### src/rtl/multicycle_control_fsm.sv
// multicycle_control_fsm: Moore control sequencer driving every Datapath control input from the opcode.
// Latency: BEQ/J 3, R/ADDI/SW 4, LW 5 cycles per instruction; each mem_ready-low cycle adds one.
// Backpressure: mem_ready low holds MEM_RD/MEM_WR; build option ILLEGAL_TRAP_EN selects trap vs NOP on bad opcodes.
module multicycle_control_fsm #(
  parameter int OPW  = 6,
  parameter int ST_W = 4
) (
  input  logic            clk,
  input  logic            rst_n,
  input  logic [OPW-1:0]  opcode,
  input  logic            mem_ready,
  output logic            SelectIns,
  output logic            IRWrite,
  output logic            PCWrite,
  output logic            BEQ,
  output logic [1:0]      PCSrc,
  output logic            RegWrite,
  output logic            RegDst,
  output logic            MemtoReg,
  output logic            MemWrite,
  output logic            ALUSrcA,
  output logic [1:0]      ALUSrcB,
  output logic [1:0]      ALUOp,
  output logic            instr_done,
  output logic            illegal,
  output logic [ST_W-1:0] state_dbg
);

  localparam logic [OPW-1:0] OpR    = OPW'(6'b000000);
  localparam logic [OPW-1:0] OpAddi = OPW'(6'b001000);
  localparam logic [OPW-1:0] OpLw   = OPW'(6'b100011);
  localparam logic [OPW-1:0] OpSw   = OPW'(6'b101011);
  localparam logic [OPW-1:0] OpBeq  = OPW'(6'b000100);
  localparam logic [OPW-1:0] OpJ    = OPW'(6'b000010);

  typedef enum logic [3:0] {
    Idle    = 4'd0,
    Fetch   = 4'd1,
    Decode  = 4'd2,
    ExecR   = 4'd3,
    WbR     = 4'd4,
    ExecI   = 4'd5,
    WbI     = 4'd6,
    MemAddr = 4'd7,
    MemRd   = 4'd8,
    WbMem   = 4'd9,
    MemWr   = 4'd10,
    Branch  = 4'd11,
    Jump    = 4'd12,
    Trap    = 4'd13
  } state_t;

  state_t state;
  state_t stateNext;

  // State register; reset drops straight to Idle so no partial write can complete.
  always_ff @(posedge clk or negedge rst_n) begin
    if (!rst_n) state <= Idle;
    else        state <= stateNext;
  end

  // Next-state routing and per-state control decode; everything not named in a state stays 0.
  always_comb begin
    stateNext  = Idle;
    SelectIns  = 1'b0;
    IRWrite    = 1'b0;
    PCWrite    = 1'b0;
    BEQ        = 1'b0;
    PCSrc      = 2'b00;
    RegWrite   = 1'b0;
    RegDst     = 1'b0;
    MemtoReg   = 1'b0;
    MemWrite   = 1'b0;
    ALUSrcA    = 1'b0;
    ALUSrcB    = 2'b00;
    ALUOp      = 2'b00;
    instr_done = 1'b0;
    case (state)
      Idle: stateNext = Fetch;
      Fetch: begin
        IRWrite   = 1'b1;
        PCWrite   = 1'b1;
        ALUSrcB   = 2'b01;
        stateNext = Decode;
      end
      Decode: begin
        // Branch target is precomputed here so BRANCH only needs the compare.
        ALUSrcB = 2'b11;
        if (opcode == OpR)                         stateNext = ExecR;
        else if (opcode == OpAddi)                 stateNext = ExecI;
        else if (opcode == OpLw || opcode == OpSw) stateNext = MemAddr;
        else if (opcode == OpBeq)                  stateNext = Branch;
        else if (opcode == OpJ)                    stateNext = Jump;
        else begin
`ifdef ILLEGAL_TRAP_EN
          stateNext = Trap;
`else
          // Unknown opcode retires as a NOP straight from decode.
          instr_done = 1'b1;
          stateNext  = Fetch;
`endif
        end
      end
      ExecR: begin
        ALUSrcA   = 1'b1;
        ALUOp     = 2'b10;
        stateNext = WbR;
      end
      WbR: begin
        RegDst     = 1'b1;
        RegWrite   = 1'b1;
        instr_done = 1'b1;
        stateNext  = Fetch;
      end
      ExecI: begin
        ALUSrcA   = 1'b1;
        ALUSrcB   = 2'b10;
        stateNext = WbI;
      end
      WbI: begin
        RegWrite   = 1'b1;
        instr_done = 1'b1;
        stateNext  = Fetch;
      end
      MemAddr: begin
        ALUSrcA   = 1'b1;
        ALUSrcB   = 2'b10;
        stateNext = (opcode == OpLw) ? MemRd : MemWr;
      end
      MemRd: begin
        SelectIns = 1'b1;
        stateNext = mem_ready ? WbMem : MemRd;
      end
      WbMem: begin
        MemtoReg   = 1'b1;
        RegWrite   = 1'b1;
        instr_done = 1'b1;
        stateNext  = Fetch;
      end
      MemWr: begin
        // Strobe held through every wait; done only on the accepting cycle so it stays a single pulse.
        SelectIns  = 1'b1;
        MemWrite   = 1'b1;
        instr_done = mem_ready;
        stateNext  = mem_ready ? Fetch : MemWr;
      end
      Branch: begin
        ALUSrcA    = 1'b1;
        ALUOp      = 2'b01;
        BEQ        = 1'b1;
        PCSrc      = 2'b01;
        instr_done = 1'b1;
        stateNext  = Fetch;
      end
      Jump: begin
        PCWrite    = 1'b1;
        PCSrc      = 2'b10;
        instr_done = 1'b1;
        stateNext  = Fetch;
      end
`ifdef ILLEGAL_TRAP_EN
      Trap: stateNext = Trap;
`endif
      default: stateNext = Idle;
    endcase
  end

`ifdef ILLEGAL_TRAP_EN
  assign illegal = (state == Trap);
`else
  assign illegal = 1'b0;
`endif

  assign state_dbg = ST_W'(state);

endmodule
### config.mk
export PLATFORM = sky130hd
export DESIGN_NAME = multicycle_control_fsm
export DESIGN_NICKNAME = d
export VERILOG_FILES = /design/src/rtl/multicycle_control_fsm.sv
export SDC_FILE = /design/constraint.sdc
export NUM_CORES = 1
export LEC_CHECK = 0
export ABC_AREA = 1
export CAP_MARGIN = 20
export CORE_MARGIN = 5
export CORE_UTILIZATION = 41
export CTS_CLUSTER_DIAMETER = 60
export DETAILED_ROUTE_END_ITERATION = 10
export PLACE_DENSITY = 0.91
export SLEW_MARGIN = 5
export SYNTH_ARGS = -nofsm -noshare
export SYNTH_HDL_FRONTEND = slang
export SYNTH_SLANG_ARGS = --single-unit
### constraint.sdc
create_clock -name clk -period 4.1 [get_ports clk]
set_clock_uncertainty 0.1 [all_clocks]
set_input_delay 0.82 -clock clk [delete_from_list [all_inputs] [get_ports clk]]
set_output_delay 0.82 -clock clk [all_outputs]
set_load 0.01 [all_outputs]
# After elaboration in Yosys (flattened, before gate mapping)
# Index checks and enable logic that the tools add are counted.
# totals
output_inout_bits	21
wordCells	55
reg_bits	4
inputBits	9
# classes
n_reduce_logical	10
mux	27
eq_ne	17
# ops
op	n
4-bit one-hot mux with 8 select lines	1
4-bit 2-to-1 mux	6
4-bit equality test, second input constant	5
4-bit by 3-bit equality test with 1-bit output, second input constant	4
1-bit 2-to-1 mux	15
6-bit equality test, second input constant	2
4-bit by 2-bit equality test with 1-bit output, second input constant	2
2-bit one-hot mux with 2 select lines	2
6-bit by 2-bit equality test with 1-bit output, second input constant	1
6-bit by 3-bit equality test with 1-bit output, second input constant	1
6-bit by 4-bit equality test with 1-bit output, second input constant	1
6-bit logical NOT	1
2-bit one-hot mux with 3 select lines	1
2-bit OR reduction	3
6-bit OR reduction	1
5-bit OR reduction	1
4-bit by 1-bit equality test with 1-bit output, second input constant	1
4-bit logical NOT	1
4-bit OR reduction	1
1-bit one-hot mux with 3 select lines	1
3-bit OR reduction	1
2-bit 2-to-1 mux	1
1-bit logical OR	1

# Depth between registers and ports, before layout
# Gate-level depths: netlist (run 1).
# logic_depth
depth_word	7
depth_mapped	8
ltp_nobuf	7

# Worst setup path after synthesis (run 1)
# Ideal clock, no wire load.
# synth_timing
path_type	input to output
start	input opcode[5]
end	output instr_done
arrival_time_ns	1.387
cell_stages	6
t_required_ns	3.180
slack_ns	1.793
path_buffers	0
cell_sequence	nor2_1 nand3_1 nand2_1 nor2_1 nand2_1 nand2_1
# synth_via
elab_chain_cells	7
elab_cells_between_ends	13
cone_classes	5 x eq/ne; 6 x mux; 2 x reduce/logical
# synth_lines
item	line	text
start, declared	10	input logic [OPW-1:0] opcode,
6-bit by 2-bit equality test with 1-bit output	93	else if (opcode == OpJ) stateNext = Jump;
1-bit 2-to-1 mux	93	
1-bit 2-to-1 mux	92	else if (opcode == OpBeq) stateNext = Branch;
1-bit 2-to-1 mux	91	else if (opcode == OpLw || opcode == OpSw) stateNext = MemAddr;
1-bit 2-to-1 mux	90	else if (opcode == OpAddi) stateNext = ExecI;
1-bit 2-to-1 mux *	89	if (opcode == OpR) stateNext = ExecR;
1-bit one-hot mux with 3 select lines *	78	case (state)
end, declared	24	output logic instr_done,
# Mark *: on every way between the ends. The rest lies on a longest branch, timed or not.

# Worst setup path after layout (run 1)
# layout_timing
start	input opcode[2]
end	output instr_done
# Same word-level chain as after synthesis.

==> run_results.csv, run 1 <==
group,metric,value,unit
run_status,status,"complete, no violations",
clock_tree,htree_levels,1,
sta,max_freq,305.4,MHz
drt,drc_errors,0,
min_path,min_path_type,"in2async",
pwr,power.density,576.5,nW/um^2
critical_path,cp-start-kind,"input pin",
drt,routed_via_density,4.840,
critical_path,r2r-end,"state_dbg[0]",
synthesis,ys_top_cells_by_count,"nand2_1, nor2_1, inv_1, nand3_1",
floorplanning,die_area,2214,um^2
clock_tree,clk_root_buffer_cell,"clkbuf_4",
floorplanning,chipWidth,47.06,um
floorplanning,floorplan.rows,13,
floorplanning,io_pins,30,
clock_tree,clk_transition_reported_paths,40,ps
placed_design,io_buffers,28,
clock_tree,cts_tree,"built",
synthesis,syn-mean-instance-area,5.213,um^2
synthesis,synth_cell_types,18,
critical_path,worst-r2r-cell-count,6,
grt,grt_antenna_before_repair,0,
synthesis,synth_area,563.0,um^2
clock_tree,cts_hold_buf,0,
floorplanning,die_h,47.06,um
pwr,leakage,0.4538,nW
sta,min_period,3274,ps
clock_tree,post_cts_buffers,0,
grt,grt_pass1_wl,2442,um
synthesis,synth_area_leaders,"nand2_1, nor2_1, dfrtp_1, inv_1, nand3_1",
synthesis,syn_nets,117,
cells_and_area,utilization,65.38,%
drt,vias,726,
synthesis,yosys.area.top_type,"nand2_1",
cells_and_area,fin_nets,146,
critical_path,endpoint_kind,"primary output",
synthesis,async_flop_share,100.0,%
synthesis,yosysWarnings,0,
synthesis,ys.flop_type,"dfrtp_1",
grt,grt_start_max_net_pins,10,
floorplanning,start_util,43.27,%
placed_design,gp_congestion,0.8966,
sta,fin_crit_sh,79.86,%
sta,setup_tns,0,ps
clock_tree,cts_max_path_buffers,2,
critical_path,cp_data_required_time,3180,ps
synthesis,syn_inst,108,
critical_path,r2r-start,"state_dbg[0]",
critical_path,cp_cell_sequence,"clkdlybuf4s50_1 > nor2_1 > nand3_1 > nand2_1 > nor2_1 > nand2_1 > nand2_1 > clkdlybuf4s50_1",
drt,wl,1547,um
critical_path,cp.arrival,2350,ps
sta,maxSlewViolCount,0,
sta,setup_violations,0,
grt,grt_pass1_vias,621,
clock_tree,clkLatencyLatePin,240,ps
critical_path,cp_slowest_cell,"clkdlybuf4s50_1",
cells_and_area,antenna_cells,0,
flow_run,drv_cap,0,
synthesis,synth_top_cell_area_share,22.67,%
grt,overflow,0,
cells_and_area,largest_reg_flops,4,
critical_path,r2r_slack,2770,ps
sta,hold_viol_final,0,
drt,avgRoutedWirePerCell,10.31,um
sta,grt_setup_unrepaired,"no",
pwr,peakVddDrop,331.5,uV
placed_design,dp_hpwl,1364,um
floorplanning,core,1301,um^2
cells_and_area,drive_above_1_share,10.37,%
drt,ant_nets,0,
synthesis,synth_most_common_cell,"nand2_1",
synthesis,synth_edf_count,0,
clock_tree,cts_buffers,3,
synthesis,ys_seq_area_share,17.78,%
critical_path,critPathMaxStageDelay,520,ps
clock_tree,cts_sinks,4,
cells_and_area,syn_to_final_growth,51.11,%
synthesis,yosys_register_bits,4,
critical_path,cpMostUsedCell,"nand2_1",
critical_path,path_class,"in2out",
grt,grt_util_all_layers,15.07,%
clock_tree,cts.repair.resized,0,
drt,drt-pass1-iter-count,4,
critical_path,path_max_fanout,4,
drt,detail_route.iter0.violations,10,
[placed cells by master, fill, tap and decap left out, drive strengths merged]
| master | count |
|---|---|
| dfrtp | 4 |
| nand4 | 1 |
| o21ai | 2 |
| conb | 1 |
| a21oi | 2 |
| o21bai | 1 |
| o211ai | 1 |
| clkdlybuf4s50 | 28 |
| nor2 | 33 |
| inv | 15 |
| clkbuf | 3 |
| nand3 | 6 |
| nand2 | 37 |
| nand3b | 1 |
[final cells by class]
| cell class | instances | area [um^2] |
|---|---|---|
| Tap cell | 15 | 18.77 |
| Multi-Input combinational cell | 85 | 372.9 |
| Sequential cell | 4 | 100.1 |
| Inverter | 15 | 56.30 |
| Timing Repair Buffer | 28 | 280.3 |
| Clock buffer | 3 | 22.52 |
| Fill cell | 128 | 450.4 |
[logic make-up (layout without fill, tap and decap cells)]
family / count (synthesis) / count (layout) / synth area share (%)
buffers and inverters: 19 / 46 / 16.00
flip-flops: 4 / 4 / 17.78
AND/OR/NAND/NOR: 78 / 78 / 59.33
other: 1 / 1 / 0.6660
AO/OA/AOI/OAI: 6 / 6 / 6.223
[worst max-delay path by stage]
| stage | from | end | slack [ps] | depth (start not counted) |
|---|---|---|---|---|
| after floorplan | opcode[5] | instr_done | 1790 | 6 |
| after global placement | opcode[2] | instr_done | 820 | 8 |
| after detailed placement | opcode[2] | instr_done | 820 | 8 |
| after CTS | opcode[2] | instr_done | 810 | 8 |
| after global routing | opcode[5] | instr_done | 720 | 8 |
| final | opcode[2] | instr_done | 830 | 8 |
[metal layers]
| layer | part of all wire [%] | track usage (%) |
|---|---|---|
| met3 | 10 | 4.598 |
| met2 | 52 | 29.81 |
| met5 | 0 | 0 |
| met1 | 38 | 16.51 |
| met4 | 0 | 0 |
[through the flow]
step                      area, um^2  worst slack (ps)  power [mW]  hold WS, ps  instances
final                          850.8             825.6      0.4905        679.2        150
after detailed placement       828.3             817.8      0.4414        672.9        147
after floorplan                563.0              1793      0.2818        424.4        108
after global routing           850.8             716.9      0.5359        687.0        150
after CTS                      850.8             811.4      0.4942        673.7        150
after global placement         828.3             824.9      0.4345        670.7        147
[report_power, final]
part,switching (mW),internal [mW]
clock,0.0170,0.0328
sequential,0.0341,0.0552
combinational,0.182,0.170
[worst max-delay path: cells and delay by family]
kind / cells / cell delay [ps]
simple gates: 6 / 500
buf+inv: 2 / 1040
No activity file was read; power rests on OpenSTA's default activity.
==> run 2, diff against run 1 <==
CORE_UTILIZATION = 38   (was 41)
PLACE_DENSITY = 0.86   (was 0.91)
clock period = 3.1 ns   (was 4.1 ns; I/O delays follow)
==> run_results.csv, run 2 (synthesis gave the netlist of run 1 again) <==
group,metric,value,unit
drt,detail_route.iter0.violations,11,
floorplanning,io_pins,30,
critical_path,cp_data_required_time,2380,ps
clock_tree,htree_levels,1,
critical_path,cp-start-kind,"input pin",
flow_run,drv_cap,0,
floorplanning,core,1350,um^2
cells_and_area,syn_to_final_growth,51.11,%
grt,overflow,0,
sta,min_period,2860,ps
drt,ant_nets,0,
grt,grt_start_max_net_pins,10,
floorplanning,chipWidth,48.49,um
grt,grt_antenna_before_repair,0,
floorplanning,floorplan.rows,13,
grt,grt_util_all_layers,13.03,%
pwr,peakVddDrop,340.8,uV
clock_tree,cts_buffers,3,
placed_design,io_buffers,28,
floorplanning,die_area,2351,um^2
drt,drc_errors,0,
sta,grt_setup_unrepaired,"no",
clock_tree,cts_max_path_buffers,2,
placed_design,dpl_cell_area,828.3,um^2
clock_tree,cts_hold_buf,0,
cells_and_area,utilization,63.02,%
clock_tree,clkLatencyLatePin,230,ps
cells_and_area,fin_nets,146,
clock_tree,post_cts_buffers,0,
drt,vias,707,
grt,grt_pass1_wl,2566,um
placed_design,dp_hpwl,1347,um
critical_path,endpoint_kind,"primary output",
clock_tree,cts_tree,"built",
sta,hold_viol_final,0,
drt,drt-pass1-iter-count,4,
placed_design,gp_congestion,0.9378,
cells_and_area,antenna_cells,0,
clock_tree,clk_transition_reported_paths,40,ps
floorplanning,start_util,41.71,%
pwr,leakage,0.4538,nW
critical_path,cp.arrival,2140,ps
clock_tree,clk_root_buffer_cell,"clkbuf_4",
clock_tree,cts.repair.resized,0,
sta,setup_violations,0,
pwr,power.density,759.2,nW/um^2
clock_tree,cts_sinks,4,
cells_and_area,largest_reg_flops,4,
sta,setup_tns,0,ps
cells_and_area,drive_above_1_share,10.37,%
grt,grt_pass1_vias,629,
run_status,status,"complete, no violations",
cells_and_area,mostFrequentLayoutCell,"nand2_1",
sta,maxSlewViolCount,0,
critical_path,path_max_fanout,4,
drt,avgRoutedWirePerCell,10.41,um
cells_and_area,finalInstanceArea,850.8,um^2
drt,wl,1561,um
cells_and_area,layout_common_cells,"nand2_1, nor2_1, clkdlybuf4s50_1, inv_1, nand3_1",
sta,fin_crit_sh,92.24,%
sta,max_freq,349.7,MHz
cells_and_area,final_cells,150,
placed_design,dpl.cell_count,147,
floorplanning,die_h,48.49,um
min_path,min_path_type,"in2async",
critical_path,path_class,"in2out",
drt,routed_via_density,4.713,
run 2: cell counts in the layout (fill, tap and decap cells not counted):
No cell type changed its count.
run 2: worst paths after layout:
path | from | to | slack [ps] | cells after the start
setup / recovery | opcode[2] | instr_done | 240 | 8
hold / removal | rst_n | state_dbg[3] | 480 | 1
setup reg to reg | state_dbg[0] | state_dbg[0] | 1780 | 6
hold reg to reg | state_dbg[1] | state_dbg[1] | 680 | 4
max in group asynchronous | rst_n | state_dbg[0] | 2250 | 1
min in group clk | state_dbg[1] | state_dbg[1] | 680 | 4
run 2: layout make-up:
type                            count  area (um^2)
Fill cell                         131        499.2
Multi-Input combinational cell     85        372.9
Timing Repair Buffer               28        280.3
Sequential cell                     4        100.1
Inverter                           15        56.30
Clock buffer                        3        22.52
Tap cell                           15        18.77
run 2: critical path, cell delays in order:
cell and delay [ps]:
clkdlybuf4s50_1 510, nor2_1 80, nand3_1 150, nand2_1 70, nor2_1 80, nand2_1 60, nand2_1 50, clkdlybuf4s50_1 520
run 2: power breakdown:
group / internal, mW / switching (mW) / total, mW
Sequential: 0.0731 / 0.0461 / 0.119
Combinational: 0.224 / 0.240 / 0.464
Clock: 0.0432 / 0.0194 / 0.0626
run 2: per-layer routing:
| metal | share of wire, % | vias up | track usage (%) | wire length (um) |
|---|---|---|---|---|
| li1 | - | 382 | - | - |
| met1 | 41 | 294 | 13.42 | 633 |
| met2 | 51 | 31 | 24.35 | 793 |
| met3 | 8.6 | 0 | 3.364 | 135 |
| met4 | 0 | 0 | 5.381 | 0 |
| met5 | 0 | - | 0 | 0 |
run 2: stage by stage:
| step | worst slack [ps] | power [mW] | hold slack (ps) |
|---|---|---|---|
| floorplan | 1193 | 0.3727 | 224.4 |
| global placement | 234.6 | 0.5787 | 670.8 |
| detailed placement | 238.5 | 0.5859 | 655.6 |
| CTS | 232.7 | 0.6500 | 485.8 |
| global route | 98.85 | 0.6967 | 489.0 |
| finish | 240.5 | 0.6459 | 483.6 |
